**src/rtl/div_pkg.sv**
```systemverilog
// Shared definitions for the repeated-subtraction divider controller.
//   DIV_WIDTH   : default operand width
//   div_state_e : sequencer state encoding (IDLE=0, RUN=1, DONE=2)
package div_pkg;

  localparam int DIV_WIDTH = 32;

  typedef enum logic [1:0] {
    ST_IDLE = 2'd0,
    ST_RUN  = 2'd1,
    ST_DONE = 2'd2
  } div_state_e;

endpackage

```
**src/rtl/div_step.sv**
```systemverilog
// Combinational step of the divider: unsigned R>=B compare and R-B subtract.
// Ports:
//   R    in  WIDTH  current remainder
//   B    in  WIDTH  latched divisor
//   Ge   out 1      R >= B (unsigned)
//   Diff out WIDTH  R - B (only meaningful when Ge is high)
module div_step
  import div_pkg::*;
#(
  parameter int WIDTH = DIV_WIDTH
) (
  input  logic [WIDTH-1:0] R,
  input  logic [WIDTH-1:0] B,
  output logic             Ge,
  output logic [WIDTH-1:0] Diff
);

  assign Ge   = (R >= B);
  assign Diff = R - B;

endmodule

```
**src/rtl/div_sequencer.sv**
```systemverilog
// Start/Busy/Done controller for the repeated-subtraction divider. Owns the
// latched divisor, remainder register and quotient counter; performs one
// compare/subtract per clock.
// Optional feature: define DIV_TIMEOUT_EN to cap the iteration count at
// MAX_ITER (otherwise Timeout is tied low and no cap logic exists).
// Ports:
//   Clk     in  1        clock, rising edge
//   Reset   in  1        synchronous, active-low reset
//   Start   in  1        request, sampled only in IDLE
//   A, B    in  WIDTH    dividend / divisor, captured on the accepting edge
//   Busy    out 1        high in RUN
//   Done    out 1        one-cycle result-valid pulse
//   DivZero out 1        last op had B==0; held until next accept
//   Timeout out 1        last op hit the cap; held until next accept
//   Out     out 2*WIDTH  {quotient, remainder}
//
// state | meaning
// IDLE  | waiting for Start; result registers hold last result
// RUN   | one subtract per edge while R >= B
// DONE  | single-cycle Done pulse, then back to IDLE
module div_sequencer
  import div_pkg::*;
#(
  parameter int WIDTH    = DIV_WIDTH,
  parameter int MAX_ITER = 65535
) (
  input  logic               Clk,
  input  logic               Reset,
  input  logic               Start,
  input  logic [WIDTH-1:0]   A,
  input  logic [WIDTH-1:0]   B,
  output logic               Busy,
  output logic               Done,
  output logic               DivZero,
  output logic               Timeout,
  output logic [2*WIDTH-1:0] Out
);

  div_state_e state_q, state_d;
  logic [WIDTH-1:0] b_q, b_d;
  logic [WIDTH-1:0] r_q, r_d;
  logic [WIDTH-1:0] q_q, q_d;
  logic             dz_q, dz_d;
  logic             ge;
  logic [WIDTH-1:0] diff;
  logic             cap_hit;

  div_step #(.WIDTH(WIDTH)) u_step (
    .R    (r_q),
    .B    (b_q),
    .Ge   (ge),
    .Diff (diff)
  );

`ifdef DIV_TIMEOUT_EN
  localparam logic [WIDTH-1:0] CAP = WIDTH'(MAX_ITER);
  logic to_q, to_d;
  assign cap_hit = (q_q == CAP);
  assign Timeout = to_q;
`else
  logic unused_cap;
  assign unused_cap = |MAX_ITER;
  assign cap_hit    = 1'b0;
  assign Timeout    = 1'b0;
`endif

  always_comb begin
    state_d = state_q;
    b_d     = b_q;
    r_d     = r_q;
    q_d     = q_q;
    dz_d    = dz_q;
`ifdef DIV_TIMEOUT_EN
    to_d    = to_q;
`endif
    case (state_q)
      ST_IDLE: begin
        if (Start) begin
          b_d  = B;
          r_d  = A;
          q_d  = '0;
          dz_d = 1'b0;
`ifdef DIV_TIMEOUT_EN
          to_d = 1'b0;
`endif
          if (B == '0) begin
            // Divide by zero reports an all-ones quotient and the dividend.
            q_d     = '1;
            dz_d    = 1'b1;
            state_d = ST_DONE;
          end else begin
            state_d = ST_RUN;
          end
        end
      end
      ST_RUN: begin
        if (ge && cap_hit) begin
          // Cap reached with work left: stop without subtracting.
          state_d = ST_DONE;
`ifdef DIV_TIMEOUT_EN
          to_d    = 1'b1;
`endif
        end else if (ge) begin
          r_d = diff;
          q_d = q_q + 1'b1;
        end else begin
          state_d = ST_DONE;
        end
      end
      ST_DONE: state_d = ST_IDLE;
      default: state_d = ST_IDLE;
    endcase
  end

  always_ff @(posedge Clk) begin
    if (!Reset) begin
      state_q <= ST_IDLE;
      b_q     <= '0;
      r_q     <= '0;
      q_q     <= '0;
      dz_q    <= 1'b0;
`ifdef DIV_TIMEOUT_EN
      to_q    <= 1'b0;
`endif
    end else begin
      state_q <= state_d;
      b_q     <= b_d;
      r_q     <= r_d;
      q_q     <= q_d;
      dz_q    <= dz_d;
`ifdef DIV_TIMEOUT_EN
      to_q    <= to_d;
`endif
    end
  end

  assign Busy    = (state_q == ST_RUN);
  assign Done    = (state_q == ST_DONE);
  assign DivZero = dz_q;
  assign Out     = {q_q, r_q};

endmodule
```
**config.mk**
```make
export PLATFORM = sky130hd
export DESIGN_NAME = div_sequencer
export DESIGN_NICKNAME = d
export VERILOG_FILES = /design/src/rtl/div_pkg.sv /design/src/rtl/div_step.sv /design/src/rtl/div_sequencer.sv
export SDC_FILE = /design/constraint.sdc
export NUM_CORES = 1
export LEC_CHECK = 0
export BUFFER_PORTS_ARGS = -buffer_cell sky130_fd_sc_hd__buf_2
export CAP_MARGIN = 5
export CORE_MARGIN = 2
export CORE_UTILIZATION = 45
export DETAILED_ROUTE_END_ITERATION = 8
export PLACE_DENSITY = 0.68
export SYNTH_ARGS = -nofsm -noshare
export SYNTH_HDL_FRONTEND = slang
export SYNTH_SLANG_ARGS = --single-unit
export TNS_END_PERCENT = 1
```
**constraint.sdc**
```tcl
create_clock -name Clk -period 4.97 [get_ports Clk]
set_input_delay 0.497 -clock Clk [delete_from_list [all_inputs] [get_ports Clk]]
set_output_delay 0.497 -clock Clk [all_outputs]
set_load 0.02 [all_outputs]
```
After elaboration in Yosys (flattened, before gate mapping) --
Index checks and enable logic that the tools add are counted.
Cells by class: add/sub/neg operators 2, $mul 0, divide/modulo/power cells 0, magnitude comparators 1, equality and inequality tests 5, shift operators 0, mux-type cells 12, bitwise operators 0, reduce and logical (&&, ||, !) cells 6
Operator list (count):
- $mux 32 | 5
- $pmux 32 s2 | 2
- $add 32x1->32 const B | 1
- $ge 32x32->1 | 1
- $logic_not 32->1 | 1
- $sub 32x32->32 | 1
- $mux 2 | 3
- $ne 2x2->1 const B | 2
- $pmux 2 s2 | 1
- $reduce_and 2->1 | 2
- $reduce_and 3->1 | 1
- $eq 2x1->1 const B | 1
- $eq 2x2->1 const B | 1
- $logic_not 2->1 | 1
- $ne 2x1->1 const B | 1
- $reduce_bool 2->1 | 1
- $mux 1 | 1
Word-level totals: register bits 99, bits in latches 0, memory bits (writable) 0, ROM bits 0, word-level logic and storage cells 31, memories 0

Longest topological paths before layout --
word-level depth 4, mapped depth 14, mapped depth without buffers 12

Hierarchy --
From an unflattened synthesis, not the netlist that was laid out.
Second synthesis, totals: cell total of the unflattened synthesis 799, area total of the unflattened synthesis 6468.7 um^2
By module, submodules not included:
- div_sequencer | times used 1, cells each 523, area an instance 4633.2 um^2, seq. area each 1981.9 um^2
- div_step | times used 1, cells each 276, area an instance 1835.5 um^2, seq. area each 0.0 um^2

Worst setup path after synthesis --
Ideal clock, no wire load.
path kind reg2reg, start reg r_q[0], end reg q_q[5], library setup time 0.058 ns, arrival 2.906 ns, path slack 2.005 ns, stages on the path, launching flop included 15, path buffers 2, cell sequence dfxtp_1 > inv_1 > ha_1 > inv_1 > fa_1 > a211oi_1 > nor3_1 > nor3_1 > o31ai_1 > o221a_2 > o211ai_4 > and2_1 > buf_6 > buf_8 > o221a_2
Between the ends: word-level cells in the longest chain between the ends 3
RTL lines:
- start: declaration | line div_sequencer.sv:41 | logic [WIDTH-1:0] r_q, r_d;
- start signal: assignment | line div_sequencer.sv:128 | r_q <= r_d;
- $ge 32x32->1 | line div_step.sv:18 | assign Ge = (R >= B);
- $ne 2x1->1 (no line)
- $reduce_and 3->1 (no line)
- end signal: assignment | line div_sequencer.sv:129 | q_q <= q_d;
- end: declaration | line div_sequencer.sv:42 | logic [WIDTH-1:0] q_q, q_d;
No other way between the ends. A chain may end at the register's enable or synchronous reset.

Worst setup path after layout --
start reg r_q[0], end reg q_q[3]
Same word-level chain as after synthesis.

==> qor.txt <==
cells along the critical path: inv_1 -> ha_1 -> inv_1 -> fa_1 -> a211oi_1 -> nor3_1 -> nor3_1 -> o31ai_1 -> o221ai_1 -> a21o_1 -> buf_4 -> a21oi_1 -> o221a_2
hold path depth: 3
max-slew violations: 0
Residual DRC: 0
synth top area cells: dfxtp_1 31%, nand2_1 8.4%, a21oi_1 7.7%
Reg power frac: 22.0%
routability cong.: 0.927
Post-DRT Antenna Nets: 0
Setup TNS: 0 ns
Hold Startpoint: B[7]
hold buffers post-CTS: 0
CTS tree: built
CTS Buffer Depth: 2
Reg2Reg Depth: 13
global-route usage over all layers: 24.9%
switching portion of total power: 49.5%
Critical Path End Type: flop
largest net degree at the start of global routing: 62
CP startpoint: r_q[0]
most common cell after layout, fill and taps aside: nand2_1
vias in the first global route: 6,256
Clock transition at path regs: 0.07 ns
Die X-Extent: 124 um
Mapped Area: 0.00643 mm2
FILL cells: 1,444
Port Buf Inserts: 133
initial antenna violation count: 0
final hold vios: 0
r2r startpoint: r_q[0]
most frequent cells in the layout: 144 x nand2_1, 133 x buf_2, 99 x dfxtp_1
Synth cell types: 59
Die Height: 124 um
pre-CTS WS: 1.37 ns
Post-synth ARST share: 0%
dominant synthesized flop cell: dfxtp_1
Net Count, Synth: 979
hold_ws: 0.385 ns
post-layout util: 53.4%
Post-synth EDFFs: 0
Cells after Synth: 878
antenna fix cells: 0
Max-cap violations: 0
final worst-path cycle share: 72.7%
worst endpoint required time: 5.22 ns
worst skew pair latency: 0.36 ns
Post-DP Area: 0.00713 mm2
relative max-transition margin: 32.9%
final worst slack: 1.36 ns
ratio of cells with drive above 1 in the final layout: 18.8%
CP max FO: 15
register area share after synthesis: 30.8%
drt first pass iters: 5
WP data arrival: 3.86 ns
total grt overflow: 0
synth warn: 0
Clk pwr share: 13.5%
Worst R2R Setup Slack: 1.36 ns
Critical Path Source Type: flop
post-synth top area share: 30.8%
Root Buffer: clkbuf_16
Switching Power: 2.67 mW
final instance area: 0.00744 mm2
CP max-delay cell: a21o_1
Crit Path Category: flop to flop
fmax: 277 MHz
Pwr Density: 724 mW/mm2
synthesized flop and latch total: 99
register area: 0.00198 mm2
max incr delay on CP: 0.49 ns
nets@finish: 1,072
via count: 6,750
Rows: 43
area of the multi-input gates: 0.00402 mm2
Vias/cell: 5.84
number of cells upsized or downsized after cts: 0
first-pass GRT wire length: 30,200 um
Routed WL: 18,700 um
Fin Clk Skew: 0.00819 ns
Power Internal: 2.72 mW
unrepaired setup endpoints after global routing: no
Hold WC Path Type: input port to flop
die area: 0.0153 mm2
Synth area leader: dfxtp_1
Setup Fix Bufs, Post-CTS: 0
logic gate share of total power: 64.5%
IO Pins: 135
WHS Endpoint: b_q[7]
drt initial violations: 454
# setup viols final: 0
effective utilization at floorplan: 46.2%
worst slew pin tran: 1.00 ns
clock sink count: 99
Final Critical Period: 3.61 ns
Worst VDD drop: 0.319 mV
status: completed
R2R Path End: q_q[3]
WL/cell: 16.1 um
Placeable Area: 0.0139 mm2
post-detail-place hpwl: 13,600 um
H-tree levels: 3
Pleak: 3.18 nW
total CTS buffers: 9
synthesized area per cell: 7.33 um2
area grow syn2layout: 15.6%
[layout make-up]
cell class | count | share of cell area, %
clock buffers | 12 | 3.45
clock inverters | 4 | 0.656
inverters | 49 | 2.47
multi-input cells | 672 | 54.1
flip-flops and latches | 99 | 26.6
well taps | 180 | 3.03
repair buffers | 140 | 9.66
[worst max-delay path by stage]
stage	end	slack [ns]	cells after the start
6_report	q_q[3]	1.36	13
5_1_grt	q_q[3]	1.08	13
3_3_place_gp	r_q[19]	1.49	13
4_1_cts	r_q[23]	1.36	13
3_5_place_dp	r_q[23]	1.37	13
2_1_floorplan	q_q[5]	2.01	14
[per-layer routing]
metal | part of all wire [%] | vias up | GRT usage [%]
met2 | 44 | 245 | 38.3
met3 | 6.3 | 29 | 3.55
met5 | 0 | - | 0
li1 | - | 3348 | -
met4 | 2.5 | 0 | 9.80
met1 | 47 | 3128 | 35.1
[worst max-delay path, delay by kind of cell, from the launching register on]
family | cells | cell delay, ns
AOI/OAI and AO/OA | 6 | 1.62
adders and majority gates | 2 | 0.57
buffers and inverters | 3 | 0.45
DFF | 1 | 0.31
and+or+nand+nor | 2 | 0.56
[registers in the layout, summed over array words and instances, names as in the netlist]
register,count
DivZero,1
b_q,32
q_q,32
r_q,32
state_q,2
[power by group through the flow]
stage	Combinational (mW)	Sequential, mW	Clock [mW]
floorplan	2.47	1.34	0
global placement	3.40	1.19	0
detailed placement	3.42	1.20	0
CTS	3.45	1.18	0.738
global route	3.87	1.21	0.764
finish	3.48	1.18	0.729
[synth_stat cells, drive strengths merged, types with 2 or more instances]
cell type,number
o211ai,8
o211a,2
buf,13
inv,48
a31oi,20
a211o,2
or3,7
nand3,26
and3,9
o22ai,3
xor2,7
a21oi,99
a41oi,4
and4,2
and2,3
dfxtp,99
a32oi,2
a311oi,11
o21ai,53
o221a,19
nand2b,4
o21a,7
or2,3
xnor2,20
nand4,21
clkbuf,45
nor2b,3
nand2,144
a211oi,22
o31ai,5
nor2,69
o21bai,5
ha,33
nor3,18
nor4,12
a21o,13
[per-stage QoR]
stage | std cells | total power [mW]
CTS | 1156 | 5.37
floorplan | 878 | 3.81
detailed placement | 1140 | 4.62
global route | 1156 | 5.85
global placement | 1140 | 4.59
finish | 1156 | 5.39
[cells by family after synthesis]
group / after synthesis / synth area share [%]
adders and majority gates: 34 / 6.73
DFF: 99 / 30.8
other: 1 / 0.0583
and+or+nand+nor: 322 / 22.3
xor gates and xnor gates: 27 / 3.68
muxes: 2 / 0.331
AOI/OAI and AO/OA: 286 / 29.2
buffers and inverters: 107 / 6.87
Note: power is estimated with default switching activity, not from simulation.
